`config.mk`:
```
export PLATFORM = sky130hd
export DESIGN_NAME = press_classifier
export DESIGN_NICKNAME = d
export VERILOG_FILES = /design/src/rtl/btn_pkg.sv /design/src/rtl/tick_gen.sv /design/src/rtl/press_classifier.sv
export SDC_FILE = /design/constraint.sdc
export NUM_CORES = 1
export LEC_CHECK = 0
export ABC_AREA = 1
export CAP_MARGIN = 20
export CORE_MARGIN = 8
export CORE_UTILIZATION = 55
export CTS_BUF_LIST = sky130_fd_sc_hd__clkbuf_8
export DETAILED_ROUTE_END_ITERATION = 8
export HOLD_SLACK_MARGIN = 0.12
export MAX_ROUTING_LAYER = met4
export PLACE_DENSITY_LB_ADDON = 0.3
export SYNTH_ARGS = -nofsm -noshare
export SYNTH_HDL_FRONTEND = slang
export SYNTH_SLANG_ARGS = --single-unit
```
`constraint.sdc`:
```
create_clock -name clk -period 1.7 [get_ports clk]
set_clock_uncertainty 0.2 [all_clocks]
set_input_delay 0.255 -clock clk [delete_from_list [all_inputs] [get_ports clk]]
set_output_delay 0.255 -clock clk [all_outputs]
set_load 0.02 [all_outputs]
```
`src/rtl/btn_pkg.sv`:
```
// Shared types and default timing parameters for the button press classifier.
package btn_pkg;

    localparam int TICK_DIV_DEF     = 100000;
    localparam int LONG_TICKS_DEF   = 1000;
    localparam int DCLICK_TICKS_DEF = 300;

    typedef enum logic [2:0] {
        ST_IDLE   = 3'd0,
        ST_PRESS1 = 3'd1,
        ST_GAP    = 3'd2,
        ST_LONG   = 3'd3,
        ST_PRESS2 = 3'd4
    } btn_state_t;

    function automatic int max2(input int a, input int b);
        return (a > b) ? a : b;
    endfunction

endpackage

```
`src/rtl/tick_gen.sv`:
```
// Free-running timebase: tick is high for one clk at the terminal count.
module tick_gen
    import btn_pkg::*;
#(
    parameter int TICK_DIV = TICK_DIV_DEF
) (
    input  logic clk,
    input  logic reset,
    output logic tick
);

    localparam int CW = $clog2(TICK_DIV);
    localparam logic [CW-1:0] TERM = CW'(TICK_DIV - 1);

    logic [CW-1:0] cnt;

    // NOTE: sequential state uses non-blocking assignments so every register samples pre-edge values.
    always_ff @(posedge clk or posedge reset) begin
        if (reset)
            cnt <= '0;
        else if (cnt == TERM)
            cnt <= '0;
        else
            cnt <= cnt + 1'b1;
    end

    assign tick = (cnt == TERM);

endmodule

```
`src/rtl/press_classifier.sv`:
```
// Classifies a debounced button into short, long and double-click gestures.
module press_classifier
    import btn_pkg::*;
#(
    parameter int TICK_DIV     = TICK_DIV_DEF,
    parameter int LONG_TICKS   = LONG_TICKS_DEF,
    parameter int DCLICK_TICKS = DCLICK_TICKS_DEF
) (
    input  logic clk,
    input  logic reset,
    input  logic db_in,
    output logic short_p,
    output logic long_p,
    output logic dbl_p,
    output logic held
);

    localparam int CNT_W = $clog2(max2(LONG_TICKS, DCLICK_TICKS) + 1);
    localparam logic [CNT_W-1:0] CNT_MAX  = '1;
    localparam logic [CNT_W-1:0] LONG_CNT = CNT_W'(LONG_TICKS);
    localparam logic [CNT_W-1:0] DCLK_CNT = CNT_W'(DCLICK_TICKS);

    btn_state_t     state, state_nx;
    logic           db_prev, rise, fall, tick;
    logic [CNT_W-1:0] cnt;
    logic           short_nx, long_nx, dbl_nx;
    logic           short_f, long_f, dbl_f;

    tick_gen #(.TICK_DIV(TICK_DIV)) u_tick (
        .clk   (clk),
        .reset (reset),
        .tick  (tick)
    );

    assign rise = db_in & ~db_prev;
    assign fall = ~db_in & db_prev;

    // NOTE: every always_comb output gets a default first so no path leaves it unassigned (no latch).
    always_comb begin
        state_nx = state;
        short_nx = 1'b0;
        long_nx  = 1'b0;
        dbl_nx   = 1'b0;
        case (state)
            ST_IDLE:   if (rise) state_nx = ST_PRESS1;
            ST_PRESS1: begin
                // A release on the same cycle as the long threshold counts as a short press.
                if (fall) begin
                    state_nx = ST_GAP;
                end else if (cnt == LONG_CNT) begin
                    state_nx = ST_LONG;
                    long_nx  = 1'b1;
                end
            end
            ST_GAP: begin
                if (rise) begin
                    state_nx = ST_PRESS2;
                    dbl_nx   = 1'b1;
                end else if (cnt == DCLK_CNT) begin
                    state_nx = ST_IDLE;
                    short_nx = 1'b1;
                end
            end
            ST_LONG:   if (fall) state_nx = ST_IDLE;
            ST_PRESS2: if (fall) state_nx = ST_IDLE;
            default:   state_nx = ST_IDLE;
        endcase
    end

    always_ff @(posedge clk or posedge reset) begin
        if (reset) begin
            state   <= ST_IDLE;
            db_prev <= 1'b0;
        end else begin
            state   <= state_nx;
            db_prev <= db_in;
        end
    end

    // Interval restarts on every state change and saturates instead of wrapping.
    always_ff @(posedge clk or posedge reset) begin
        if (reset)
            cnt <= '0;
        else if (state_nx != state)
            cnt <= '0;
        else if (tick && (cnt != CNT_MAX))
            cnt <= cnt + 1'b1;
    end

    always_ff @(posedge clk or posedge reset) begin
        if (reset) begin
            short_f <= 1'b0;
            long_f  <= 1'b0;
            dbl_f   <= 1'b0;
            short_p <= 1'b0;
            long_p  <= 1'b0;
            dbl_p   <= 1'b0;
            held    <= 1'b0;
        end else begin
            short_f <= short_nx;
            long_f  <= long_nx;
            dbl_f   <= dbl_nx;
            short_p <= short_f;
            long_p  <= long_f;
            dbl_p   <= dbl_f;
            held    <= (state == ST_LONG);
        end
    end

endmodule

```
* After elaboration in Yosys (flattened, before gate mapping)
Cells that the tools add are included.
** Word-level totals
- Register bits :: 38
- Latch bits :: 0
- RAM bits :: 0
- ROM bits :: 0
- Input port bits :: 3
- Output and inout port bits :: 4
- Memories kept :: 0
** Cells by class
- $add $sub $neg :: 2
- Multipliers :: 0
- Divide/modulo/power cells :: 0
- Magnitude comparators :: 0
- Eq/ne operators :: 9
- Shifts and indexed selects :: 0
- Multiplexer cells :: 18
- Bitwise logic cells :: 4
- Reductions and logical operators :: 4
** Operator list (number)
- $mux W10 :: 2
- $mux W3 :: 6
- $add A17 B1 Y17 const B :: 1
- $eq A17 B17 Y1 const B :: 1
- $mux W17 :: 1
- $pmux W3 S4 :: 1
- $add A10 B1 Y10 const B :: 1
- $eq A10 B10 Y1 const B :: 1
- $eq A10 B9 Y1 const B :: 1
- $ne A10 B10 Y1 const B :: 1
- $mux W1 :: 8
- $eq A3 B2 Y1 const B :: 2
- $eq A3 B1 Y1 const B :: 1
- $eq A3 B3 Y1 const B :: 1
- $logic_not A3 Y1 :: 1
- $ne A3 B3 Y1 :: 1
- $and A1 B1 Y1 :: 2
- $not A1 Y1 :: 2
- $reduce_bool A2 Y1 :: 1
- $reduce_or A2 Y1 :: 1
- $logic_and A1 B1 Y1 :: 1

* Logic depth before layout (Yosys ltp)
Gate-level depths: netlist of run 1.
- Depth in word-level cells :: 6
- Mapped depth :: 12

* Modules after synthesis
A second synthesis of run 1 with hierarchy kept.
** Second synthesis, totals
- Cells, all modules :: 269
- Area, all modules :: 2050.7 sq um
** By module, submodules not included
- press_classifier :: times used 1, cells each 125, area each 1073.5 sq um
- tick_gen :: times used 1, cells each 144, area each 977.2 sq um

* Least setup slack after synthesis of run 1
No wires, ideal clock.
- Path kind :: register to register
- From :: register u_tick.cnt[0]
- To :: register cnt[0]
- Setup time :: 0.121 ns
- Arrival time :: 1.424 ns
- Setup slack :: -0.046 ns
- Stages on the path, launching flop included :: 11
- Cells stage by stage :: dfrtp_1 -> ha_1 -> nand2_2 -> nor2_4 -> inv_2 -> nor2_4 -> nand2_4 -> nor2_8 -> buf_12 -> xor2_1 -> nor2_1
** On the way
- Longest elaborated chain between the ends :: 3
** Ends and longest elaborated chain
- start: declaration :: RTL line tick_gen.sv:15 : logic [CW-1:0] cnt;
- start signal: assignment :: RTL line tick_gen.sv:24 : cnt <= cnt + 1'b1;
- $eq A17 B17 Y1 :: RTL line tick_gen.sv:27 : assign tick = (cnt == TERM);
- $logic_and A1 B1 Y1 :: RTL line press_classifier.sv:86 : else if (tick && (cnt != CNT_MAX))
- $reduce_bool A2 Y1 (no line)
- end signal: assignment :: RTL line press_classifier.sv:87 : cnt <= cnt + 1'b1;
- end: declaration :: RTL line press_classifier.sv:25 : logic [CNT_W-1:0] cnt;
No other way between the ends.
A chain may end at the register's enable or synchronous reset.

* Final worst setup path of run 1
- From :: register cnt[1]
- To :: register cnt[3]
** On the way
- Longest elaborated chain between the ends :: 6
** Ends and longest elaborated chain
- $eq A10 B9 Y1 / $eq A10 B10 Y1 (equally long branches) :: RTL line press_classifier.sv:59, press_classifier.sv:50
- $mux W3 (on tied branches) :: RTL line press_classifier.sv:59, press_classifier.sv:50
- $mux W3 (on tied branches) :: RTL line press_classifier.sv:56, press_classifier.sv:48
- $pmux W3 S4 :: RTL line press_classifier.sv:44 : case (state)
- $ne A3 B3 Y1 :: RTL line press_classifier.sv:84 : else if (state_nx != state)
- $mux W10 / $reduce_bool A2 Y1 (equally long branches)
Several ways; a longest one is shown, not always the timed one. The select of a mux whose other input is x is not followed.

==> results.toml, run 1 <==
[synth]
netlist_top_cells_count = "inv_1 (47), nand2_1 (45), dfrtp_1 (38)"
avgSynthCellArea_sq_um = 8.11
synth-seq-area-share = 0.460
syn_nets = 261
synthTopCellsByArea = "dfrtp_1 (46%), inv_1 (8.5%), nand2_1 (8.2%)"
synth_top_area_cell = "dfrtp_1"
synth_cell_types = 27
synth-simple-area-share = 0.325
synth-compound-area-share = 0.0496
synth_edf_count = 0
yosysMostFrequentCell = "inv_1"
syn-instance-count = 255
ys_ff_latch = 38
muxShareOfSynthArea = 0
synthXorXnorAreaFrac = 0.0466
netlist_area_sq_um = 2070
async_flop_share = 1.00
synth_warnings = 0
synthAdderAreaFrac = 0.0181
synth-main-ff-cell = "dfrtp_1"
synth_top_family_by_area = "simple AND/OR/NAND/NOR gates"
synth_top_area_frac = 0.460

[sta]
fin_crit_sh = 1.09
rsz0062_at_grt = "yes"
worstMarginPinSlew_ns = 0.412
fmax_ghz = 0.541
final-max-slew-violation-count = 0
min_period_ns = 1.85
worst_slack_ns = -0.149
hold_viol = 0
finalSetupTns_ns = -1.21
max_slew_margin = 0.722
setup_viol = 11

[run_status]
violations = "setup timing"
status = "finished with violations"

[detailed_routing]
drc = 0
routed_wirelength_microns = 5730
drt-wirelength-per-cell_microns = 15.6
antenna_left = 0
vias = 1970
drtIter0Drc = 117
routed.top_layer = "met4"
via_per_inst = 5.35
wl_met3_microns = 272
met2_length_microns = 2990
dr.pass1.iters = 4
wl_met1_microns = 2230

[grt]
grt_pass1_wl_microns = 7870
antenna_found_initial = 0
grt_use_total = 0.167
grt_max_degree = 39
grt-ovfl-total = 0
grt_pass1_vias = 1820

[power_and_ir_drop]
clkPwrFrac = 0.278
power_frac_seq = 0.457
p_sw_frac = 0.328
power_frac_comb = 0.265
p_per_area_nw_per_um2 = 753
ir_drop_mv = 0.997
p_sw_mw = 0.711
p_total_mw = 2.17
total_leakage_power_nw = 1.44
internal-power_mw = 1.46

[placement]
dp_hpwl_microns = 3280
globalplace.congestion = 0.935
numPortBuffers = 6

[layout]
num-fill-cells = 229
final_nets = 327
utilization = 0.793
ff_latch_area_sq_um = 951
syn2layout_area_growth_pct = 39.4
n_antenna_cell = 0
layout-drive-gt1-share = 0.384
multi_input_area_sq_um = 1090

[cts]
clock_sinks = 38
cts_root_buf = "clkbuf_8"
path_clk_slew_ns = 0.07
cts_inserted_buffers = 5
cts_tree = "done"
clock_path_buffers = 2
clock_insertion_delay_worst_skew_ns = 0.29
h-tree-depth = 2

[floorplanning]
initial_utilization = 0.569
fp.dieW_microns = 77.3
rows = 22
fp.coreArea_sq_um = 3630
dieArea_sq_um = 5980
die_y_microns = 77.3
io_pins = 7

[setup_path]
criticalPathCategory = "reg2reg"
worst-path-max-fanout = 8
cp_data_required_time_ns = 1.68
setup.worst_path.start = "cnt[1]"
crit_end = "cnt[3]"
reg2reg_slack_ns = -0.15
timing.rr.start = "cnt[1]"
worstPathArrival_ns = 1.83
worstRegToRegCells = 11
crit_path_end_kind = "flip-flop"
cp-start-kind = "flip-flop"
timing.rr.end = "cnt[3]"

[run]
cap_violations = 0

[worst_hold_path]
hold_path_class = "reg2reg"
==> area by class of cell <==
| cell class | count | share of cell area |
|---|---|---|
| inverters | 50 | 0.0651 |
| multi-input cells | 167 | 0.380 |
| repair buffers | 59 | 0.176 |
| clock buffers | 6 | 0.0286 |
| flip-flops and latches | 38 | 0.330 |
| well taps | 48 | 0.0208 |
==> through the flow <==
| step | area [sq um] | hold slack, ns | std cells | setup slack (ns) |
|---|---|---|---|---|
| 3_5_place_dp | 2470 | 0.138 | 345 | -0.321 |
| 5_1_grt | 2880 | 0.170 | 368 | -0.258 |
| 3_3_place_gp | 2470 | 0.131 | 345 | -0.201 |
| 2_1_floorplan | 2070 | 0.0864 | 255 | 0.00126 |
| 4_1_cts | 2670 | 0.152 | 359 | -0.0704 |
| 6_report | 2880 | 0.159 | 368 | -0.149 |
==> sequential cells by signal, summed over array words and instances (netlist names) <==
signal      count
short_f         1
long_f          1
state           3
dbl_f           1
held            1
cnt            10
u_tick.cnt     17
dbl_p           1
long_p          1
db_prev         1
short_p         1
==> critical path, stage by stage (launching register included) <==
cell and delay [ns]:
dfrtp_1 0.40, ha_2 0.20, inv_2 0.04, nor2_4 0.11, nand3_4 0.10, nor2_4 0.19
nor2_8 0.07, buf_12 0.14, nand2_2 0.06, nand2_1 0.08, nand2_1 0.08, nor2_1 0.05
==> how the worst min path moves through the flow <==
stage           start  cells past startpoint      end  slack, ns
2_1_floorplan   db_in                      0  db_prev       0.09
3_3_place_gp    dbl_f                      0    dbl_p       0.13
3_5_place_dp    dbl_f                      0    dbl_p       0.14
4_1_cts        long_f                      0   long_p       0.15
5_1_grt        long_f                      0   long_p       0.17
6_report        dbl_f                      0    dbl_p       0.16
==> per-layer routing <==
metal | vias up | global-route usage
li1 | 938 | -
met1 | 942 | 0.176
met2 | 67 | 0.294
met3 | 23 | 0.0315
met4 | 0 | 0.0811
met5 | - | -
==> timing repair <==
action	CTS	global route
buffers inserted	6	8
resized for setup	14	40
endpoints found under the setup margin	13	20
hold endpoints to repair	35	0
gates cloned	1	1
hold buffers	1	0
pin swaps	2	19
==> cells in the final DEF (no fill, tap or decap), types with 2 or more instances in the layout <==
master | synthesis | final
buf_4 | 0 | 49
nand3_2 | 3 | 10
nor3_2 | 0 | 4
nand2_4 | 1 | 2
inv_2 | 2 | 8
clkbuf_8 | 0 | 6
o21ai_0 | 6 | 5
dlymetal6s2s_1 | 0 | 2
nor2_1 | 31 | 24
nor2_4 | 5 | 5
nand2_1 | 45 | 34
o21ai_2 | 2 | 2
a21oi_2 | 0 | 2
inv_1 | 47 | 41
dfrtp_1 | 38 | 38
nand3_1 | 20 | 13
nand4_1 | 9 | 9
nor2_2 | 1 | 8
nor4_1 | 3 | 2
a21oi_1 | 8 | 6
nand2_2 | 3 | 13
clkdlybuf4s50_1 | 0 | 3
buf_12 | 1 | 2
ha_2 | 0 | 2
xor2_1 | 11 | 10
nor3_1 | 9 | 4
==> power groups by stage <==
stage                     clock network [mW]  registers, mW  logic, mW
final                                  0.603          0.992      0.576
after global routing                   0.655          0.992      0.615
after CTS                              0.618          0.978      0.478
after detailed placement                   0          0.992      0.370
after global placement                     0          0.992      0.357
after floorplan                            0          0.994      0.250
==> cells by family (layout without fill, tap and decap cells) <==
logic type / Yosys count / in the layout
AO/OA/AOI/OAI: 18 / 18
adder cells (fa/ha/maj): 3 / 3
flip-flops: 38 / 38
XOR/XNOR: 11 / 11
buffers and inverters: 51 / 115
AND/OR/NAND/NOR: 134 / 135
Note: power is estimated with default switching activity, not from simulation.
==> run 2: changes to the inputs <==
--- a/config.mk
+++ b/config.mk
@@ -14,6 +14,7 @@
 export HOLD_SLACK_MARGIN = 0.12
 export MAX_ROUTING_LAYER = met4
 export PLACE_DENSITY_LB_ADDON = 0.3
+export SLEW_MARGIN = 20
 export SYNTH_ARGS = -nofsm -noshare
 export SYNTH_HDL_FRONTEND = slang
 export SYNTH_SLANG_ARGS = --single-unit
==> results of run 2 <==
Same layout as run 1: the final DEF is identical, and so are final timing and power.
